--- src/rtl/nibble_extend_ctrl.sv ---
// ---------------------------------------------------------------------------
// nibble_extend_ctrl
//
// Purpose:
//   Collects an IN_W-bit source value one DIG_W-bit digit at a time, least
//   significant digit first. On a start request it extends the value to OUT_W
//   bits using the selected extension mode. It then streams the result back
//   out one digit at a time, again least significant digit first, under
//   valid/ready flow control.
//
// Parameters:
//   IN_W   source width in bits (multiple of DIG_W)
//   OUT_W  result width in bits (multiple of DIG_W, >= IN_W)
//   DIG_W  digit width moved per transfer
//
// Ports:
//   clk        single clock, rising edge
//   rst_n      synchronous active-low reset
//   data_in    source digit
//   in_valid   data_in is valid
//   in_ready   block accepts a digit (LOAD state)
//   mode       extension mode: 00 zero, 01 sign, 10 ones-fill, 11 reserved (zero)
//   start      one-cycle request to extend the loaded value (honoured in FULL only)
//   clear      abort and return to LOAD; has priority over everything else
//   data_out   result digit, zero outside DRAIN
//   out_valid  data_out is valid (DRAIN state)
//   out_ready  consumer accepts data_out
//   busy       high in any state other than LOAD
//
// Configuration:
//   NIBBLE_EXTEND_ONES_FILL_EN  when defined, mode 10 fills the upper bits with
//                               ones; otherwise mode 10 zero-extends.
// ---------------------------------------------------------------------------
module nibble_extend_ctrl #(
  parameter int IN_W  = 16,
  parameter int OUT_W = 32,
  parameter int DIG_W = 4
) (
  input  logic             clk,
  input  logic             rst_n,
  input  logic [DIG_W-1:0] data_in,
  input  logic             in_valid,
  output logic             in_ready,
  input  logic [1:0]       mode,
  input  logic             start,
  input  logic             clear,
  output logic [DIG_W-1:0] data_out,
  output logic             out_valid,
  input  logic             out_ready,
  output logic             busy
);

  localparam int IN_DIGS  = IN_W / DIG_W;
  localparam int OUT_DIGS = OUT_W / DIG_W;
  localparam int WR_W     = (IN_DIGS  > 1) ? $clog2(IN_DIGS)  : 1;
  localparam int RD_W     = (OUT_DIGS > 1) ? $clog2(OUT_DIGS) : 1;

  localparam logic [WR_W-1:0]  WR_LAST    = WR_W'(IN_DIGS - 1);
  localparam logic [RD_W-1:0]  RD_LAST    = RD_W'(OUT_DIGS - 1);
  // Selects only the bits above the copied source field.
  localparam logic [OUT_W-1:0] UPPER_MASK = {OUT_W{1'b1}} << IN_W;

  typedef enum logic [1:0] {
    ST_LOAD,
    ST_FULL,
    ST_EXTEND,
    ST_DRAIN
  } state_t;

  state_t            state_q;
  state_t            state_d;
  logic [WR_W-1:0]   wr_idx_q;
  logic [RD_W-1:0]   rd_idx_q;
  logic [IN_W-1:0]   source_q;
  logic [OUT_W-1:0]  result_q;
  logic [1:0]        mode_q;
  logic [OUT_W-1:0]  fill_word;
  logic [OUT_W-1:0]  extended;
  logic [DIG_W-1:0]  rd_digit;
  logic              wr_last;
  logic              rd_last;
  logic              accept_in;
  logic              xfer_out;

  assign wr_last   = (wr_idx_q == WR_LAST);
  assign rd_last   = (rd_idx_q == RD_LAST);
  assign accept_in = (state_q == ST_LOAD) && in_valid;
  assign xfer_out  = (state_q == ST_DRAIN) && out_ready;

  // State register: the only place the FSM state is stored.
  always_ff @(posedge clk) begin
    if (!rst_n) begin
      state_q <= ST_LOAD;
    end else begin
      state_q <= state_d;
    end
  end

  // Next-state logic. clear overrides every other transition, so an abort in
  // the same cycle as start or a final transfer always lands in LOAD.
  always_comb begin
    state_d = state_q;
    if (clear) begin
      state_d = ST_LOAD;
    end else begin
      case (state_q)
        ST_LOAD:   if (in_valid && wr_last)  state_d = ST_FULL;
        ST_FULL:   if (start)                state_d = ST_EXTEND;
        ST_EXTEND:                           state_d = ST_DRAIN;
        ST_DRAIN:  if (out_ready && rd_last) state_d = ST_LOAD;
        default:                             state_d = ST_LOAD;
      endcase
    end
  end

  // Output decode. All handshake outputs are a pure function of the state,
  // so data_out/out_valid hold steady while the consumer stalls.
  always_comb begin
    in_ready  = (state_q == ST_LOAD);
    out_valid = (state_q == ST_DRAIN);
    busy      = (state_q != ST_LOAD);
    data_out  = (state_q == ST_DRAIN) ? rd_digit : '0;
  end

  // Read-side digit selection from the extended result.
  always_comb begin
    rd_digit = '0;
    for (int i = 0; i < OUT_DIGS; i++) begin
      if (rd_idx_q == RD_W'(i)) rd_digit = result_q[i*DIG_W +: DIG_W];
    end
  end

  // Extension value for the upper result bits. Mode 11 is reserved and
  // zero-extends. Mode 10 also zero-extends unless ones-fill is built in.
  always_comb begin
    case (mode_q)
      2'b01:   fill_word = {OUT_W{source_q[IN_W-1]}};
`ifdef NIBBLE_EXTEND_ONES_FILL_EN
      2'b10:   fill_word = {OUT_W{1'b1}};
`endif
      default: fill_word = '0;
    endcase
    extended = (fill_word & UPPER_MASK) | OUT_W'(source_q);
  end

  // Datapath registers: source capture, mode sample, result build and
  // read index. clear only rewinds the indices; stale source/result
  // contents are harmless because they are always rewritten before use.
  always_ff @(posedge clk) begin
    if (!rst_n) begin
      wr_idx_q <= '0;
      rd_idx_q <= '0;
      source_q <= '0;
      result_q <= '0;
      mode_q   <= '0;
    end else if (clear) begin
      wr_idx_q <= '0;
      rd_idx_q <= '0;
    end else begin
      if (accept_in) begin
        for (int i = 0; i < IN_DIGS; i++) begin
          if (wr_idx_q == WR_W'(i)) source_q[i*DIG_W +: DIG_W] <= data_in;
        end
        wr_idx_q <= wr_last ? '0 : wr_idx_q + WR_W'(1);
      end
      if ((state_q == ST_FULL) && start) begin
        mode_q <= mode;
      end
      if (state_q == ST_EXTEND) begin
        result_q <= extended;
      end
      if (xfer_out) begin
        rd_idx_q <= rd_last ? '0 : rd_idx_q + RD_W'(1);
      end
    end
  end

endmodule

--- config.mk ---
export PLATFORM = sky130hd
export DESIGN_NAME = nibble_extend_ctrl
export DESIGN_NICKNAME = d
export VERILOG_FILES = /design/src/rtl/nibble_extend_ctrl.sv
export SDC_FILE = /design/constraint.sdc
export NUM_CORES = 1
export LEC_CHECK = 0
export BUFFER_PORTS_ARGS = -buffer_cell sky130_fd_sc_hd__buf_4
export CELL_PAD_IN_SITES_DETAIL_PLACEMENT = 0
export CELL_PAD_IN_SITES_GLOBAL_PLACEMENT = 1
export CORE_MARGIN = 4
export CORE_UTILIZATION = 45
export DETAILED_ROUTE_END_ITERATION = 12
export GPL_TIMING_DRIVEN = 0
export PLACE_DENSITY_LB_ADDON = 0.1
export SLEW_MARGIN = 20
export SYNTH_ARGS = -nofsm -noshare
export SYNTH_HDL_FRONTEND = slang
export SYNTH_SLANG_ARGS = --single-unit
--- constraint.sdc ---
create_clock -name clk -period 1.9 [get_ports clk]
set_input_delay 0.285 -clock clk [delete_from_list [all_inputs] [get_ports clk]]
set_output_delay 0.285 -clock clk [all_outputs]
set_load 0.1 [all_outputs]
After elaboration in Yosys (flattened, before gate mapping)
Cells that the tools add are included.

Add/sub/neg operators: 2. Reductions and logical operators: 17. Magnitude comparators: 0. Bitwise logic cells: 3. Eq/ne operators: 17. $mul: 0. Mux-type cells: 16. Shift operators: 0. Divide/modulo/power cells: 0.

Operator list (number): $mux W4 (9); $mux W32 (1); $or A32 B16 Y32 (1); $reduce_and A3 Y1 (5); $eq A3 B3 Y1 const B (4); $eq A2 B2 Y1 const B (4); $mux W2 (4); $pmux W2 S4 (1); $eq A2 B1 Y1 const B (3); $eq A3 B2 Y1 const B (2); $logic_and A1 B1 Y1 (5); $logic_not A2 Y1 (2); $ne A2 B1 Y1 const B (2); $reduce_and A2 Y1 (2); $add A3 B1 Y3 const B (1); $eq A3 B1 Y1 const B (1); $logic_not A3 Y1 (1); $mux W3 (1); $add A2 B1 Y2 const B (1); $ne A2 B2 Y1 const B (1); $not A1 Y1 (2); $reduce_bool A2 Y1 (1); $reduce_or A2 Y1 (1).

Bits in latches: 0. Memory bits (writable): 0. Register bits after elaboration: 57. Logic and storage cells: 64. Input bits: 12. Memories kept: 0. Output and inout port bits: 7. Bits in read-only memories: 0.

Depth between registers and ports, before layout
Gate-level depths: netlist (run 1).

Depth in word-level cells: 10. Mapped depth: 7.

Worst setup path before layout (run 1)
OpenSTA, ideal clock, no wires.

Path type: register -> output. From: register state_q[0]. To: output port data_out[0]. Slack: -1.484 ns. Data arrival time: 3.099 ns. Buffers on the path: 0. Stages on the path, launching flop included: 4. Data required time: 1.615 ns. Cells stage by stage: dfxtp_1 ha_1 o31ai_1 a31oi_1.

Word-level cells in the longest chain between the ends: 2.

RTL lines: from (decl) (RTL line 70) `state_t state_q;`; from (signal assigned) (RTL line 95) `state_q <= state_d;`; $eq A2 B2 Y1; via out_valid (RTL line 48) `output logic out_valid,`; $mux W4 (RTL line 122) `data_out = (state_q == ST_DRAIN) ? rd_digit : '0;`; to (decl) (RTL line 47) `output logic [DIG_W-1:0] data_out,`.

The timed path passes the listed nets, and every way through them passes these cells.

Worst setup path in the final report (run 1)
From: register rd_idx_q[0]. To: output port data_out[1].

Word-level cells in the longest chain between the ends: 10.

RTL lines: from (decl) (RTL line 73) `logic [RD_W-1:0] rd_idx_q;`; from (signal assigned) (RTL line 173) `rd_idx_q <= rd_last ? '0 : rd_idx_q + RD_W'(1);`; $logic_not A3 Y1 (RTL line 129) `if (rd_idx_q == RD_W'(i)) rd_digit = result_q[i*DIG_W +: DIG_W];`; $mux W4 (7 in series) (RTL line 129); $mux W4 * (RTL line 129); $mux W4 * (RTL line 122).

Every way passes the cells marked *; elsewhere a longest branch is shown, timed or not.

==> results of run 1 <==
cell type report:
class | instances | area [µm²]
Buffer | 10 | 50.0
Clock buffer | 7 | 108
Fill cell | 366 | 1750
Inverter | 10 | 41.3
Multi-Input combinational cell | 160 | 1320
Sequential cell | 42 | 850
Tap cell | 52 | 65.1
Timing Repair Buffer | 20 | 208
worst max-delay path: cells and delay by family (launching register included):
family	cells	cell delay [ns]
simple gates	2	0.50
flops	1	0.39
fa+ha+maj	2	0.32
buf+inv	1	0.19
compound gates	1	0.18
power groups by stage:
stage	combinational (µW)	clock (µW)	sequential (µW)
after floorplan	43.2	0	909
after global placement	73.6	0	910
after detailed placement	76.6	0	911
after CTS	76.7	680	889
after global routing	82.9	713	890
final	76.3	659	889
how the worst max path moves through the flow:
stage / endpoint / slack (ns) / cells past startpoint
6_report: data_out[1] / -0.25 / 6
5_1_grt: data_out[1] / -0.32 / 6
4_1_cts: data_out[1] / -0.28 / 6
3_5_place_dp: data_out[1] / -0.15 / 6
3_3_place_gp: data_out[0] / -0.12 / 6
2_1_floorplan: data_out[0] / -0.18 / 5
cell usage in the layout, fill, tap and decap left out, drive strengths merged:
| cell | n |
|---|---|
| or3 | 1 |
| inv | 9 |
| nor4 | 2 |
| and3b | 4 |
| nand4b | 6 |
| o221ai | 4 |
| nand3 | 1 |
| nand2b | 2 |
| buf | 26 |
| a211o | 1 |
| a21boi | 18 |
| nor2 | 9 |
| ha | 14 |
| nor2b | 20 |
| nand3b | 1 |
| dfxtp | 42 |
| o31ai | 1 |
| a211oi | 1 |
| a21o | 4 |
| a31oi | 4 |
| nand2 | 42 |
| a311oi | 1 |
| mux2 | 1 |
| clkinvlp | 1 |
| clkbuf | 11 |
| mux2i | 20 |
| a21oi | 3 |
per-stage QoR:
step                hold slack, ns  instance area (µm²)   util
CTS                          0.218                 2590  0.592
finish                       0.231                 2640  0.602
floorplan                    0.401                 2210      -
global placement             0.458                 2400  0.548
global route                 0.231                 2640  0.602
detailed placement           0.460                 2400  0.548
metal layers:
metal  global-route usage  part of all wire  up-vias
li1                     -                 -      806
met1                0.209              0.49      733
met2                0.255              0.46       29
met3               0.0356             0.040        5
met4               0.0699             0.013        0
met5                    0                 0        -
flip-flops by register name, indices dropped and copies added, names as in the netlist:
signal,cells
source_q,16
result_q,17
mode_q,2
wr_idx_q,2
state_q,2
rd_idx_q,3
logic make-up (layout without fill, tap and decap cells):
kind of cell             after synthesis  count (layout)  share of synthesized area
AO/OA/AOI/OAI                         37              37                      0.135
adder cells (fa/ha/maj)               14              14                     0.0850
buffers and inverters                 20              47                     0.0425
flip-flops                            42              42                      0.408
multiplexers                          21              21                      0.104
AND/OR/NAND/NOR                       88              88                      0.225
what timing repair did:
action | 4_1_cts | 5_1_grt
endpoints found under the hold margin | 0 | 0
endpoints found under the setup margin | 4 | 5
pin swaps | 3 | 1
hold buffers | 0 | 0
gates resized for setup | 17 | 8
setup buffers | 2 | 1
==> results.md, run 1 <==
- Count of input and output buffers: 17
- Psw: 333 µW
- GP Congestion: 0.797
- Most frequent cells after synthesis: dfxtp_1, nand2_1, mux2i_1, nor2b_1, a21boi_0
- Final hold violations: 0
- Drt total wl: between 4000 and 5000 µm
- TritonCTS clock tree: built
- Core Footprint: 0.00438 mm²
- Final nets: 275
- Slowest Stage Delay on Critical Path: between 0.4 and 0.5 ns
- Period utilization: 1.13
- Layout Cells excl Fill: 301
- Clock sink count: 42
- Hold path depth: 2
- Worst setup startpoint: rd_idx_q[0]$_SDFFE_PP0P_
- Io pins: 19
- FF-to-FF path depth: 6
- Hold Crit Class: primary input to flop
- Antenna Violating Nets Remaining: 0
- Comb power frac: 0.047
- Via count: 1573
- Fmax: 464 MHz
- Worst-path clk slew: around 0.07 ns
- Final setup fails: 4
- CP Cell Sequence: ha_4, ha_4, nor2_4, or3_4, a31oi_4, buf_12
- Initial core utilization: 0.470
- Antenna violations before repair: 0
- Crit path capture type: primary output
- Yosys warnings: 0
- Async set-reset flop share out of synthesis: 0
- Violated checks: setup timing
- Crit path launch type: flop
- Total CTS buffers: 5
- Root buf cell: clkbuf_8
- Avg Vias per Cell: 5.23
- Post-Syn Nets: between 200 and 250
- Flop-to-flop setup slack: 0.26 ns
- Seq/Total Area, Yosys: 0.408
- Switching share of power: 0.205
- Setup WS pre-CTS: -0.146 ns
- Worst Hold Launch: out_ready
- Sequential power share: 0.547
- Die Ht: 75.7 µm
- Slew @ Worst Pin: about 0.49 ns
- RR Startpoint: state_q[0]$_SDFFE_PP0P_
- Leakage: between 0.001 and 0.0015 µW
- Cell mode on critical path: ha_4
- Largest cells by area after synthesis: dfxtp_1, mux2i_1, ha_1
- Antenna fix cells: 0
- Crit Path Class: flop to primary output
- GR Overflow Total: 0
- Cell Int Power: 1290 µW
- Slew Viols, Final: 0
- Tot GR Track Use: 0.160
- Power after layout: 1620 µW
- Max IR drop VDD: around 0.46 mV
- Die width: around 76 µm
- Layout cell share with drive strength beyond 1: 0.257
- RSZ-0062 raised after global routing: true
- Area leader, netlist: dfxtp_1
- Min cycle time layout: 2.15 ns
- Pin count of the biggest net entering global routing: 13
- Detailed router's first-iteration violation count: 59
- Top-area cell type share of the netlist area: 0.408
- Post-DP HPWL: 3330 µm
- DRC: 0
- Floorplan row count: 24
- Number of global-route vias before repair: 1461
- Layout area overhead: 28.1%
- Clk_skew: ~0.0049 ns
- Die area: about 0.0057 mm²
- Rel. slew slack: 0.675
- Avg Cell Area, Syn: 9.28 µm²
- Req. time, crit path: 1.62 ns
- WL per Instance: 14.2 µm
- Final critical-path setup slack: -0.254 ns
- Worst-Skew Late Latency: 0.29 ns
- CTS Buffer Depth: 2
- Cell count after synthesis: 222
- Leading register cell type out of synthesis: dfxtp_1
- Number of synthesized register bits: between 40 and 50
- Dpl cells: 291
- DR pass1 iterations: 5
- Status: finished with violations
- Post-synthesis cell type count: 29
- Max H-tree Level: 2
- Clock Power Share: 0.406
- Min-Delay Endpoint: rd_idx_q[2]$_SDFFE_PP0P_
- PwrDens: 616 mW/mm²
- Reg-to-Reg End: source_q[13]$_SDFFE_PN0P_
- Max-Cap Viols: 0
- Fin Setup TNS: -0.989 ns
- First-pass GRT wire length: 6810 µm
- CP arrival: 1.87 ns
- Synthesized area: 0.00206 mm²
- CP Max Fanout: 5
- EDFF count, synth: 0
- CP max stage cell: or3_4
Power figures use the tool's default switching activity.
==> run 2: changes to the inputs <==
--- a/config.mk
+++ b/config.mk
@@ -10,6 +10,7 @@
 export CELL_PAD_IN_SITES_GLOBAL_PLACEMENT = 1
 export CORE_MARGIN = 4
 export CORE_UTILIZATION = 45
+export CTS_CLUSTER_DIAMETER = 100
 export DETAILED_ROUTE_END_ITERATION = 12
 export GPL_TIMING_DRIVEN = 0
 export PLACE_DENSITY_LB_ADDON = 0.1
@@ -17,3 +18,4 @@
 export SYNTH_ARGS = -nofsm -noshare
 export SYNTH_HDL_FRONTEND = slang
 export SYNTH_SLANG_ARGS = --single-unit
+export TNS_END_PERCENT = 20
==> run 2 against run 1 <==
The flow still finishes with violations (setup timing). Via count is 1.9% lower. Fmax fell by 1.1%. Clock skew shrank 0.0022 ns. Total power fell by 5.5%. Sequential power barely moved. Worst setup slack lost 0.025 ns. Count of clock-buffer cells in the layout unchanged. Combinational power grew 1%. Hold slack improved by 0.016 ns. Critical endpoint is now data_out[0]. Largest cell class unchanged. Largest power group unchanged. Highest routed layer unchanged.
==> results.md, run 2 (same netlist as run 1, synthesis figures left out) <==
- TritonCTS clock tree: built (unchanged)
- Via count: 1543 (was 1573)
- FF-to-FF path depth: 6 (unchanged)
- Min cycle time layout: 2.18 ns (was 2.15 ns)
- Req. time, crit path: 1.62 ns (about the same)
- Rel. slew slack: 0.676 (was 0.675)
- Layout area overhead: 25.6% (was 28.1%)
- Core Footprint: 0.00438 mm² (unchanged)
- Violated checks: setup timing (unchanged)
- RR Startpoint: state_q[0]$_SDFFE_PP0P_ (unchanged)
- Final setup fails: 4 (unchanged)
- Max-Cap Viols: 0 (unchanged)
- Cell mode on critical path: ha_4 (unchanged)
- Switching share of power: 0.207 (was 0.205)
- First-pass GRT wire length: 7220 µm (was 6810 µm)
- CTS Buffer Depth: 2 (unchanged)
- RSZ-0062 raised after global routing: true (unchanged)
- CP Max Fanout: 5 (unchanged)
- Cell Int Power: 1220 µW (was 1290 µW)
- Commonest cells after routing, fill and taps aside: nand2_1, dfxtp_1, nor2b_1, mux2i_1, a21boi_0 (unchanged)
- Die area: 0.00573 mm² (unchanged)
- DRC: 0 (unchanged)
- Layout cell share with drive strength beyond 1: 0.250 (was 0.257)
- Psw: 318 µW (was 333 µW)
- Die Ht: 75.7 µm (unchanged)
- Largest regs: result_q x17, source_q x16, rd_idx_q x3 (unchanged)
- Worst-path clk slew: 0.07 ns (about the same)
- CP arrival: 1.89 ns (was 1.87 ns)
- CP max stage cell: or3_4 (unchanged)
- Period utilization: 1.15 (was 1.13)
- Stages on the worst setup path: 6 (unchanged)
- WL per Instance: 14.7 µm (was 14.2 µm)
- Number of global-route vias before repair: 1546 (was 1461)
- Hold Crit Class: primary input to flop (unchanged)
- Seq. cell area: 850 µm² (unchanged)
- Clock Power Share: 0.370 (was 0.406)
- Status: finished with violations (unchanged)
- Slew @ Worst Pin: 0.485 ns (was 0.488 ns)
- Detailed router's first-iteration violation count: 43 (was 59)
- Tot GR Track Use: 0.169 (was 0.160)
- Crit Path Class: flop to primary output (unchanged)
- PwrDens: 593 mW/mm² (was 616 mW/mm²)
- Worst-Skew Late Latency: 0.28 ns (was 0.29 ns)
- Sequential power share: 0.579 (was 0.547)
- Max reg flops: 17 (unchanged)
- Fmax: 459 MHz (was 464 MHz)
- Worst Hold Launch: out_ready (unchanged)
- CP Buf/Inv Count: 1 (unchanged)
- WHS: 0.247 ns (was 0.231 ns)
- Max H-tree Level: 2 (unchanged)
- # fillers: 367 (was 366)
- Slew Viols, Final: 0 (unchanged)
- Setup WS pre-CTS: -0.152 ns (was -0.146 ns)
- GR Overflow Total: 0 (unchanged)
- Initial core utilization: 0.470 (unchanged)
- Pin count of the biggest net entering global routing: 13 (unchanged)
- Final critical-path setup slack: -0.279 ns (was -0.254 ns)
- Antenna fix cells: 0 (unchanged)
- Max IR drop VDD: 0.457 mV (was 0.459 mV)
- Area of the multi-input gates: 0.00131 mm² (was 0.00132 mm²)
- Avg Vias per Cell: 5.14 (was 5.23)
- Crit path launch type: flop (unchanged)
- Slowest Stage Delay on Critical Path: 0.46 ns (was 0.45 ns)
- Io pins: 19 (unchanged)
- Final hold violations: 0 (unchanged)
- Antenna Violating Nets Remaining: 0 (unchanged)
- Die width: 75.7 µm (unchanged)
- Crit path capture type: primary output (unchanged)
- Final nets: 273 (was 275)
- Antenna violations before repair: 0 (unchanged)
- Reg-to-Reg End: source_q[1]$_SDFFE_PN0P_ (was source_q[13]$_SDFFE_PN0P_)
- Post-DP HPWL: 3390 µm (was 3330 µm)
- DR pass1 iterations: 4 (was 5)
- GP Congestion: 0.813 (was 0.797)
- Flop-to-flop setup slack: 0.25 ns (was 0.26 ns)
- Clock sink count: 42 (unchanged)
- Most common cell after layout, fill and taps aside: nand2_1 (unchanged)
- Min-Delay Endpoint: rd_idx_q[2]$_SDFFE_PP0P_ (unchanged)
- Leakage: 0.00101 µW (was 0.00103 µW)
- Total CTS buffers: 5 (unchanged)
- Count of input and output buffers: 17 (unchanged)
- Hold path depth: 2 (unchanged)
- CP Cell Sequence: ha_4, ha_4, nor2_2, or3_4, a31oi_4, buf_12 (was ha_4, ha_4, nor2_4, or3_4, a31oi_4, buf_12)
- Comb power frac: 0.050 (was 0.047)
- CP delay by family, top: simple AND/OR/NAND/NOR gates (unchanged)
- Clk_skew: 0.00273 ns (was 0.00493 ns)
- Drt total wl: 4410 µm (was 4280 µm)
- Root buf cell: clkbuf_8 (unchanged)
- Floorplan row count: 24 (unchanged)
- Largest Register: result_q (unchanged)
==> run 2: worst max-delay path by stage <==
stage	start	to	slack (ns)
after floorplan	rd_idx_q[1]$_SDFFE_PP0P_	data_out[0]	-0.18
after global placement	rd_idx_q[2]$_SDFFE_PP0P_	data_out[0]	-0.12
after detailed placement	rd_idx_q[2]$_SDFFE_PP0P_	data_out[1]	-0.15
after CTS	rd_idx_q[1]$_SDFFE_PP0P_	data_out[0]	-0.28
after global routing	rd_idx_q[1]$_SDFFE_PP0P_	data_out[0]	-0.34
final	rd_idx_q[0]$_SDFFE_PP0P_	data_out[0]	-0.28
==> run 2: area by class of cell <==
class                           instances  share of cell area
Buffer                                 10              0.0193
Inverter                               10              0.0145
Sequential cell                        42               0.328
Clock inverter                          1             0.00193
Multi-Input combinational cell        160               0.506
Tap cell                               52              0.0251
Timing Repair Buffer                   18              0.0716
Clock buffer                            7              0.0334
==> run 2: through the flow <==
step | area (µm²) | utilization | TNS [ns] | total power, µW | instances
after CTS | 2560 | 0.583 | -1.11 | 1550 | 300
after global routing | 2590 | 0.590 | -1.34 | 1600 | 300
final | 2590 | 0.590 | -1.07 | 1530 | 300
after global placement | 2390 | 0.545 | -0.462 | 984 | 291
after detailed placement | 2390 | 0.545 | -0.555 | 988 | 291
after floorplan | 2200 | - | -0.754 | 953 | 222
==> run 2: layer usage <==
layer	GRT usage	vias to the layer above	share of wire
li1	-	811	-
met1	0.222	710	0.50
met2	0.280	20	0.47
met3	0.0356	2	0.026
met4	0.0466	0	0.0057
met5	0	-	0
==> run 2: power by group through the flow <==
stage	registers [µW]	clock network, µW	logic [µW]
floorplan	909	0	43.2
global placement	910	0	73.5
detailed placement	911	0	77.1
CTS	889	589	77.3
global route	890	624	84.6
finish	889	569	77.2
==> run 2: timing repair <==
action	in CTS	in global routing
pin swaps	3	2
endpoints found under the setup margin	4	4
setup buffers	1	0
hold buffers	0	0
gates resized for setup	18	5
endpoints found under the hold margin	0	0
gates cloned	0	0
